## config.mk

```make
export PLATFORM = sky130hd
export DESIGN_NAME = addr_seq
export DESIGN_NICKNAME = d
export VERILOG_FILES = /design/src/rtl/addr_seq.sv
export SDC_FILE = /design/constraint.sdc
export NUM_CORES = 1
export LEC_CHECK = 0
export ABC_AREA = 1
export BUFFER_PORTS_ARGS = -buffer_cell sky130_fd_sc_hd__clkbuf_2
export CAP_MARGIN = 40
export CORE_MARGIN = 3
export CORE_UTILIZATION = 60
export DETAILED_ROUTE_END_ITERATION = 7
export PLACE_DENSITY = 0.86
export SLEW_MARGIN = 0
export SYNTH_ARGS = -nofsm -noshare
export SYNTH_HDL_FRONTEND = slang
export SYNTH_SLANG_ARGS = --single-unit
```

## constraint.sdc

```tcl
create_clock -name clk -period 3.8 [get_ports clk]
set_input_delay 0.38 -clock clk [delete_from_list [all_inputs] [get_ports clk]]
set_output_delay 0.38 -clock clk [all_outputs]
set_load 0.005 [all_outputs]
```

## src/rtl/addr_seq.sv

```systemverilog
// addr_seq: walks [base..limit] with a programmable stride in WRAP, ONESHOT or PINGPONG mode,
// handing each address to a consumer over a valid/ready handshake.
module addr_seq #(
  parameter int MAX_DATA = 256,
  localparam int AWIDTH = $clog2(MAX_DATA)
) (
  input  logic              clk,
  input  logic              rst_n,
  input  logic              start,
  input  logic              abort,
  input  logic [1:0]        mode,
  input  logic [AWIDTH-1:0] base,
  input  logic [AWIDTH-1:0] limit,
  input  logic [AWIDTH-1:0] stride,
  output logic [AWIDTH-1:0] addr,
  output logic              addr_valid,
  input  logic              addr_ready,
  output logic              pass_end,
  output logic              done,
  output logic              busy
);
  typedef enum logic [1:0] {IDLE, RUN, FIN} state_t;
  state_t state;
  logic [1:0] mode_r;
  logic [AWIDTH-1:0] base_r, lim_r, stride_r, cb, cl, cs, nxt, dif;
  logic [AWIDTH:0] sum;
  logic dir, up_ok, dn_ok, pp, rev, pend, acc;
  function automatic logic [AWIDTH-1:0] clamp(input logic [AWIDTH-1:0] v);
    return ({1'b0, v} > (AWIDTH+1)'(MAX_DATA - 1)) ? AWIDTH'(MAX_DATA - 1) : v;
  endfunction
  assign cb = clamp(base);
  assign cl = clamp(limit) < cb ? cb : clamp(limit);
  assign cs = clamp(stride) == '0 ? AWIDTH'(1) : clamp(stride);
  // one extra bit keeps addr+stride from wrapping past the top of the address space
  assign sum = {1'b0, addr} + {1'b0, stride_r};
  assign dif = addr - stride_r;
  assign up_ok = sum <= {1'b0, lim_r};
  assign dn_ok = {1'b0, addr} >= {1'b0, base_r} + {1'b0, stride_r};
  assign pp = mode_r == 2'b10;
  assign rev = pp && (dir ? !dn_ok : !up_ok);
  assign pend = pp ? rev : !up_ok;
  assign acc = addr_valid && addr_ready;
  assign nxt = !pp ? (up_ok ? sum[AWIDTH-1:0] : base_r) :
               dir ? (dn_ok ? dif : (up_ok ? sum[AWIDTH-1:0] : lim_r)) :
                     (up_ok ? sum[AWIDTH-1:0] : (dn_ok ? dif : base_r));
  always_ff @(posedge clk or negedge rst_n) begin
    if (!rst_n) begin
      state <= IDLE;
      addr <= '0;
      addr_valid <= 1'b0;
      pass_end <= 1'b0;
      done <= 1'b0;
      busy <= 1'b0;
      dir <= 1'b0;
      mode_r <= 2'b00;
      base_r <= '0;
      lim_r <= '0;
      stride_r <= AWIDTH'(1);
    end else if (abort) begin
      state <= IDLE;
      addr_valid <= 1'b0;
      pass_end <= 1'b0;
      done <= 1'b0;
      busy <= 1'b0;
    end else begin
      case (state)
        IDLE: begin
          pass_end <= 1'b0;
          done <= 1'b0;
          if (start) begin
            state <= RUN;
            mode_r <= mode;
            base_r <= cb;
            lim_r <= cl;
            stride_r <= cs;
            addr <= cb;
            dir <= 1'b0;
            addr_valid <= 1'b1;
            busy <= 1'b1;
          end
        end
        RUN: begin
          pass_end <= acc && pend;
          done <= 1'b0;
          if (acc && mode_r == 2'b01 && pend) begin
            state <= FIN;
            addr_valid <= 1'b0;
            done <= 1'b1;
          end else if (acc) begin
            addr <= nxt;
            dir <= dir ^ rev;
          end
        end
        default: begin
          state <= IDLE;
          pass_end <= 1'b0;
          done <= 1'b0;
          busy <= 1'b0;
        end
      endcase
    end
  end
endmodule

```

== After elaboration in Yosys (flattened, before gate mapping) ==
Cells that the tools add are included.

* Bits in registers: 41

* Add/sub/neg operators: 3
* $lt $le $gt $ge: 3
* Equality and inequality tests: 9
* Muxes and demuxes: 34
* Bitwise logic cells: 2
* Reductions and logical operators: 16

{| class="wikitable"
|+ Operators by type and width
! operator !! count
|-
| 2-to-1 mux 8 bit || 12
|-
| adder 8 x 8 -> 9 bit || 2
|-
| case mux 8 bit (2 select lines) || 1
|-
| 2-to-1 mux 1 bit || 14
|-
| greater-or-equal comparator 8 x 9 -> 1 bit || 1
|-
| <= comparator 9 x 8 -> 1 bit || 1
|-
| zero test 8 bit || 1
|-
| less-than comparator 8 bit || 1
|-
| != test 2 bit, second input constant || 4
|-
| subtractor 8 bit || 1
|-
| 2-to-1 mux 2 bit || 3
|-
| != test 3 bit, second input constant || 2
|-
| case mux 1 bit (2 select lines) || 3
|-
| AND reduction 3 bit || 2
|-
| logical AND 1 bit || 5
|-
| AND reduction 5 bit || 1
|-
| equality test 2 x 1 -> 1 bit, second input constant || 2
|-
| case mux 2 bit (2 select lines) || 1
|-
| AND reduction 2 bit || 2
|-
| nonzero test 3 bit || 1
|-
| equality test 2 bit, second input constant || 1
|-
| zero test 1 bit || 2
|-
| zero test 2 bit || 1
|-
| nonzero test 2 bit || 1
|-
| 2 further kinds || 2
|}

== Logic depth before layout (Yosys ltp) ==
Gate-level depths: netlist of run 1.

* Depth in word-level cells: 10
* Depth in mapped cells: 28

== Worst setup path before layout of run 1 ==
No wires, ideal clock.

* Path type: reg2reg
* From: register stride_r[0]
* To: register addr[3]
* Arrival: 3,285 ps
* Slack: 395 ps
* Cell stages (with the launch flop): 23
* Path buffers: 1
* Cell sequence: dfstp_2 ha_1 inv_1 fa_1 nand3b_1 and2_4 nor3_4 nor2_1 xor2_1 ha_1 nand2_1 inv_1 a41oi_1 nand2_2 nand3_2 nand3_2 nand2_2 nand3_4 nand2_4 inv_2 buf_6 nor2_1 a21oi_2

* Word-level cells in the longest chain between the ends: 9
* Elaborated cells between the ends (all ways): 23
* Those cells by class: add/sub (3); order compare (2); eq/ne (1); mux (12); reduce/logical (5)

{| class="wikitable"
|+ RTL lines
! element !! RTL line !! source
|-
| from (decl) || 25 || <nowiki>logic [AWIDTH-1:0] base_r, lim_r, stride_r, cb, cl, cs, nxt, dif;</nowiki>
|-
| from (signal assigned) || 75 || <nowiki>stride_r <= cs;</nowiki>
|-
| adder 8 x 8 -> 9 bit, on equally long branches || 38, 35 ||
|-
| greater-or-equal comparator 8 x 9 -> 1 bit / <= comparator 9 x 8 -> 1 bit (equally long branches) || 38, 37 ||
|-
| 2-to-1 mux 8 bit, or another cell as far along (2 in a row) || 45 || <nowiki>(up_ok ? sum[AWIDTH-1:0] : (dn_ok ? dif : base_r));</nowiki>
|-
| 2-to-1 mux 8 bit / logical AND 1 bit (equally long branches) || 44, 40 ||
|-
| 2-to-1 mux 8 bit / 2-to-1 mux 1 bit (equally long branches) || 43, 41 ||
|-
| 2-to-1 mux 8 bit / logical AND 1 bit (equally long branches) || 89, 85 ||
|-
| 2-to-1 mux 8 bit / != test 2 bit (equally long branches) || - ||
|-
| case mux 8 bit (2 select lines) / AND reduction 5 bit (equally long branches) || - ||
|-
| to (signal assigned) || 90 || <nowiki>addr <= nxt;</nowiki>
|-
| to (decl) || 15 || <nowiki>output logic [AWIDTH-1:0] addr,</nowiki>
|}

Several ways; a longest one is shown, not always the timed one. The select of a mux whose other input is x is not followed.
A chain may end at the register's enable or synchronous reset.

== Worst setup path in the final report of run 1 ==
Ends and elaborated chain as after synthesis.

==> impl_metrics.yaml, run 1 <==
floorplanning:
  num_rows: 28
  initial_core_util_pct: 63.9
  dieArea_um2: 7540
  die-height_um: 86.8
  ios: 43
  die_w_um: 86.8
  coreArea_um2: 6130
worst_setup_path:
  worstSetupPathType: "reg2reg"
  regToRegSetupSlack_ps: 110
  cp-start-kind: "flop"
  worstPathCellList: "ha_1, inv_1, fa_2, nand3b_1, and2_4, nor3_4, nor2_1, xor2_1, ha_1, nand2_1, inv_1, a41oi_2, nand2_4, nand3_4, nand3_4, nand2_4, nand3_4, nand2_8, inv_6, nor2_1, a21oi_2"
  crit_slowest_cell: "dfstp_2"
  worstPathArrival_ps: 3890
  cp-end-kind: "flop"
  crit_path_frequent_cell: "nand3_4"
  crit_path_max_fanout: 11
  slowest_delay_ps: 570
  worstPathRequired_ps: 4000
synthesis:
  syn_nets: 641
  syn_area_um2: 3920
  synth_area_leaders: "dfrtp_1, nand2_1, ha_1"
  yosysTopAreaCell: "dfrtp_1"
  syn_area_per_cell_um2: 6.98
  netlist_instances: 561
  synth.distinct_cells: 41
  synth_common_cells: "nand2_1, inv_1, ha_1, nor2_1, dfrtp_1"
  ys_seq_area_share_pct: 26.2
  synth_most_common_cell: "nand2_1"
  synth-main-ff-cell: "dfrtp_1"
  ys_async_sr_fraction_pct: 100
  synth_top_area_share_pct: 25.6
  yosysWarnings: 0
  synth-seq-cells: 41
  synth-edff-count: 0
timing:
  hold_ws_ps: -0.169
  tightest_slew_ps: 629
  fin_crit_ps: 3690
  fmax_mhz: 271
  relSlewSlack_pct: 58.0
  layout_setup_ws_ps: 109
  slew_viol_final: 0
  setup_viol_count_final: 0
  fin_crit_sh_pct: 97.1
  clock_skew_ps: 13.3
  hold_viol: 2
place:
  post-place-ws_ps: 22.5
  dp.cells: 669
  dp.final_hpwl_mm: 8.77
  gp_congestion: 0.975
  port_buffers: 42
routing:
  viasPerCell: 5.78
  postRouteAntennaNets: 0
  drc: 0
  vias: 3957
  wl_mm: 11.2
  avgRoutedWirePerCell_um: 16.4
  drtPass1Iterations: 7
  drt-initial-drc-count: 403
status:
  failed_checks: "hold timing"
  outcome: "complete, but fails checks"
global_routing:
  overflow: 0
  grt_pass1_vias: 3649
  antenna_found_initial: 0
  track_usage_pct: 29.9
  grt_pass1_wl_mm: 17.6
  grt_max_degree: 32
cts:
  clock_sinks: 41
  cts_tree: "yes"
  hold_buffers: 0
  cts_inserted_buffers: 5
  clock_path_buffers: 2
  clk_pin_slew_ps: 90
  cts_root_buffer: "clkbuf_8"
  clock_latency_ps: 300
  htreeDepth: 2
power_and_ir_drop:
  worst_ir_drop_vdd_mv: 1.08
  powerDensity_nw_per_um2: 1010
  power.leakage_uw: 0.00243
  total_power_uw: 4550
hold_path:
  hp-class: "in2async"
job:
  maxCapViolations: 0
finish:
  fin_nets: 689
  areaGrowthSynthToFinish_pct: 14.4
  layout-drive-gt1-share_pct: 17.0
  antenna_cells: 0
  finalNonFillerCells: 685
[layer usage]
metal	GRT usage, %	share of wire [%]
met5	0	0
met4	5.95	2.0
met3	5.04	8.3
met2	48.9	48
met1	41.7	42
[sequential cells by signal (all words and copies together) (netlist names)]
name,cells
addr_valid,1
lim_r,8
addr,8
stride_r,8
state,2
done,1
busy,1
pass_end,1
mode_r,2
base_r,8
dir,1
[placed cells by master, fill, tap and decap left out, types with 2 or more instances in the layout]
| cell | instances |
|---|---|
| nand2_1 | 163 |
| inv_1 | 72 |
| ha_1 | 44 |
| clkbuf_2 | 42 |
| dfrtp_1 | 40 |
| nor2_1 | 39 |
| a21oi_1 | 37 |
| nand3_1 | 34 |
| o21ai_0 | 31 |
| xor2_1 | 13 |
| buf_4 | 13 |
| o22ai_1 | 7 |
| nand2_4 | 5 |
| nor2_2 | 5 |
| a21oi_2 | 5 |
| clkbuf_8 | 5 |
| nand2_2 | 4 |
| o21bai_1 | 3 |
| nand4_1 | 3 |
| nand3_4 | 3 |
| o21ai_1 | 3 |
| xnor2_1 | 2 |
| nand3b_1 | 2 |
| o21ai_2 | 2 |
| a21boi_0 | 2 |
| o211ai_1 | 2 |
| nand2_8 | 2 |
| a31oi_1 | 2 |
| fa_2 | 2 |
[path summary, 6_finish.rpt]
check                                           to                    start  cells after the start
hold reg to reg                   busy$_DFFE_PN0P_         busy$_DFFE_PN0P_                      2
hold / removal               mode_r[1]$_DFFE_PN0P_                    rst_n                      1
max in group asynchronous  stride_r[0]$_DFFE_PN1P_                    rst_n                      2
min in group clk             mode_r[1]$_DFFE_PN0P_                  mode[1]                      3
setup reg to reg               addr[3]$_DFFE_PN0P_  stride_r[0]$_DFFE_PN1P_                     21
setup / recovery               addr[3]$_DFFE_PN0P_  stride_r[0]$_DFFE_PN1P_                     21
[cell families (layout without fill, tap and decap cells)]
kind of cell	Yosys count	in the layout	share of synthesized area [%]
XOR/XNOR	17	17	3.80
buffers and inverters	90	139	9.65
flip-flops	41	41	26.2
AND/OR/NAND/NOR	265	265	29.2
AO/OA/AOI/OAI	99	99	14.9
adder cells (fa/ha/maj)	49	49	16.2
[final cells by class]
cell class / instances / area, um^2
sequential: 41 / 1030
clock buffer: 6 / 72.6
fill: 484 / 1650
timing repair buffer: 57 / 339
inverter: 74 / 283
tap: 75 / 93.8
clock inverter: 2 / 38.8
multi-input combinational: 430 / 2630
[where the power goes]
group	internal [uW]	switching, uW
Combinational	1310	2180
Clock	197	161
Sequential	545	152
Total	2050	2490
[worst max-delay path: cells and delay by family (launching register included)]
family	cells	cell delay, ps
and+or+nand+nor	12	1540
DFF	1	570
AOI/OAI and AO/OA	2	290
adders and majority gates	3	840
xor gates and xnor gates	1	150
buffers and inverters	3	180
[metrics by stage]
step | TNS (ps) | instance area [um^2] | utilization [%]
2_1_floorplan | 0 | 3920 | -
3_3_place_gp | 0 | 4170 | 68.0
3_5_place_dp | 0 | 4190 | 68.3
4_1_cts | 0 | 4300 | 70.2
5_1_grt | -265 | 4480 | 73.1
6_report | 0 | 4480 | 73.1
[repair_timing]
item / 4_1_cts / 5_1_grt
setup buffers: 0 / 8
pin swaps: 0 / 12
resized for setup: 1 / 24
setup endpoints to repair: 1 / 10
Power figures use the tool's default switching activity.
==> inputs of run 2 (changes only) <==
Settings changed: PLACE_DENSITY 0.86 to 0.84.
==> impl_metrics.yaml, run 2 (same netlist as run 1, synthesis figures left out) <==
finish:
  antenna_cells: 0
  final_common_cell: "nand2_1"
  n_fill_cell: 495
  areaGrowthSynthToFinish_pct: 13.8
  layout-drive-gt1-share_pct: 17.2
  final_cell_mix: "nand2_1, inv_1, ha_1, clkbuf_2, nor2_1"
  regArea_um2: 1030
  multiInputGateArea_um2: 2630
  fin_nets: 690
global_routing:
  antenna_found_initial: 0
  grt_max_degree: 32
  track_usage_pct: 30.8
  grt_pass1_wl_mm: 18.2
  overflow: 0
  grt_pass1_vias: 3782
power_and_ir_drop:
  power_frac_comb_pct: 77.9
  p_clk_share_pct: 6.5
  p_sw_uw: 2470
  p_int_uw: 1920
  power.leakage_uw: 0.00240
  total_power_uw: 4390
  powerDensity_nw_per_um2: 985
  worst_ir_drop_vdd_mv: 0.881
  swShare_pct: 56.2
  p_seq_share_pct: 15.6
timing:
  fin_crit_ps: 3640
  finalSetupTns_ps: 0
  tightest_slew_ps: 684
  setup_viol_count_final: 0
  fmax_mhz: 274
  hold_viol: 0
  relSlewSlack_pct: 54.4
  fin_crit_sh_pct: 95.9
  slew_viol_final: 0
  clock_skew_ps: 3.58
  layout_setup_ws_ps: 157
floorplanning:
  num_rows: 28
  dieArea_um2: 7540
  die_w_um: 86.8
  coreArea_um2: 6130
  ios: 43
  initial_core_util_pct: 63.9
  die-height_um: 86.8
cts:
  clock_sinks: 41
  clk_pin_slew_ps: 80
  clock_path_buffers: 2
  cts_inserted_buffers: 5
  cts_tree: "yes"
  cts_root_buffer: "clkbuf_8"
  htreeDepth: 2
  clock_latency_ps: 300
worst_setup_path:
  r2r-end: "addr[2]$_DFFE_PN0P_"
  cp-start-kind: "flop"
  worstPathRequired_ps: 3980
  r2r_start: "stride_r[0]$_DFFE_PN1P_"
  worstPathArrival_ps: 3830
  r2r_cells: 22
  worstSetupPathType: "reg2reg"
  regToRegSetupSlack_ps: 160
  cp-end-kind: "flop"
  cp-endpoint: "addr[2]$_DFFE_PN0P_"
  crit_start: "stride_r[0]$_DFFE_PN1P_"
  crit_path_max_fanout: 17
routing:
  drt-initial-drc-count: 321
  avgRoutedWirePerCell_um: 16.2
  wl_mm: 11.1
  drtPass1Iterations: 5
  vias: 3933
  drc: 0
  postRouteAntennaNets: 0
  viasPerCell: 5.73
place:
  gp_congestion: 0.934
  port_buffers: 42
  dp.final_hpwl_mm: 8.76
  post-place-ws_ps: 56.5
hold_path:
  hp-class: "in2reg"
status:
  outcome: "finished clean"
job:
  maxCapViolations: 0
==> run 2: changes by cell type in the layout (fill, tap and decap cells not counted), moves of 2 or more <==
cell / delta
nor2_1: +2
nand3_2: +2
buf_4: -2
nand2_2: +3
nor2_2: -2
clkinv_2: +2
==> run 2: metal layers <==
layer	GRT usage, %	wire length [um]	part of all wire, %	up-vias
li1	-	-	-	1918
met1	42.7	4880	44	1813
met2	49.1	5110	46	178
met3	5.23	853	7.7	24
met4	9.49	250	2.3	0
met5	0	0	0	-
==> run 2: power by group through the flow <==
stage / clock network (uW) / logic [uW] / registers [uW]
floorplan: 0 / 2350 / 645
global placement: 0 / 2890 / 682
detailed placement: 0 / 2970 / 684
CTS: 287 / 2980 / 675
global route: 309 / 3820 / 698
finish: 283 / 3420 / 685
==> run 2: how the worst min path moves through the flow <==
stage                                from                    end  slack, ps  cells after the start
global placement    mode_r[1]$_DFFE_PN0P_  mode_r[1]$_DFFE_PN0P_        500                      2
finish                            mode[1]  mode_r[1]$_DFFE_PN0P_        290                      3
CTS                                 abort   state[1]$_DFFE_PN0P_        280                      2
floorplan                           rst_n    addr[0]$_DFFE_PN0P_         80                      0
global route                        abort   state[1]$_DFFE_PN0P_        280                      2
detailed placement                  rst_n       busy$_DFFE_PN0P_        310                      1
==> run 2: stage by stage <==
step | hold slack (ps) | std cells | utilization [%] | area [um^2]
finish | 287 | 686 | 72.7 | 4460
global route | 284 | 686 | 72.7 | 4460
CTS | 282 | 679 | 70.0 | 4290
detailed placement | 307 | 670 | 68.4 | 4190
global placement | 500 | 669 | 68.1 | 4170
floorplan | 84.4 | 561 | - | 3920
==> run 2: critical path, cell delays in order (launching register included) <==
cell and delay, ps:
dfstp_2 600, ha_2 200, inv_1 60, fa_2 360
o21ai_2 140, nand2_1 80, nand2_2 120, nand2_1 70
nand2_1 80, xnor2_1 200, ha_1 320, a21oi_1 160
nand2_1 70, nand2_1 80, nand2_2 90, nand2_4 130
nand2_8 110, nand2_2 140, nand2_4 60, nand3_4 70
nand2_4 100, nor2_1 190, a21oi_1 90
==> run 2: area by class of cell <==
| class | count | area share, % |
|---|---|---|
| Multi-Input combinational cell | 432 | 59.1 |
| Sequential cell | 41 | 23.1 |
| Clock inverter | 3 | 0.393 |
| Clock buffer | 5 | 1.54 |
| Tap cell | 75 | 2.11 |
| Inverter | 74 | 6.29 |
| Timing Repair Buffer | 56 | 7.50 |
==> run 2: timing repair <==
item / in CTS / in global routing
setup endpoints to repair: 0 / 10
hold endpoints to repair: 13 / 0
gates resized for setup: 0 / 24
setup buffers: 0 / 5
hold buffers: 1 / 0
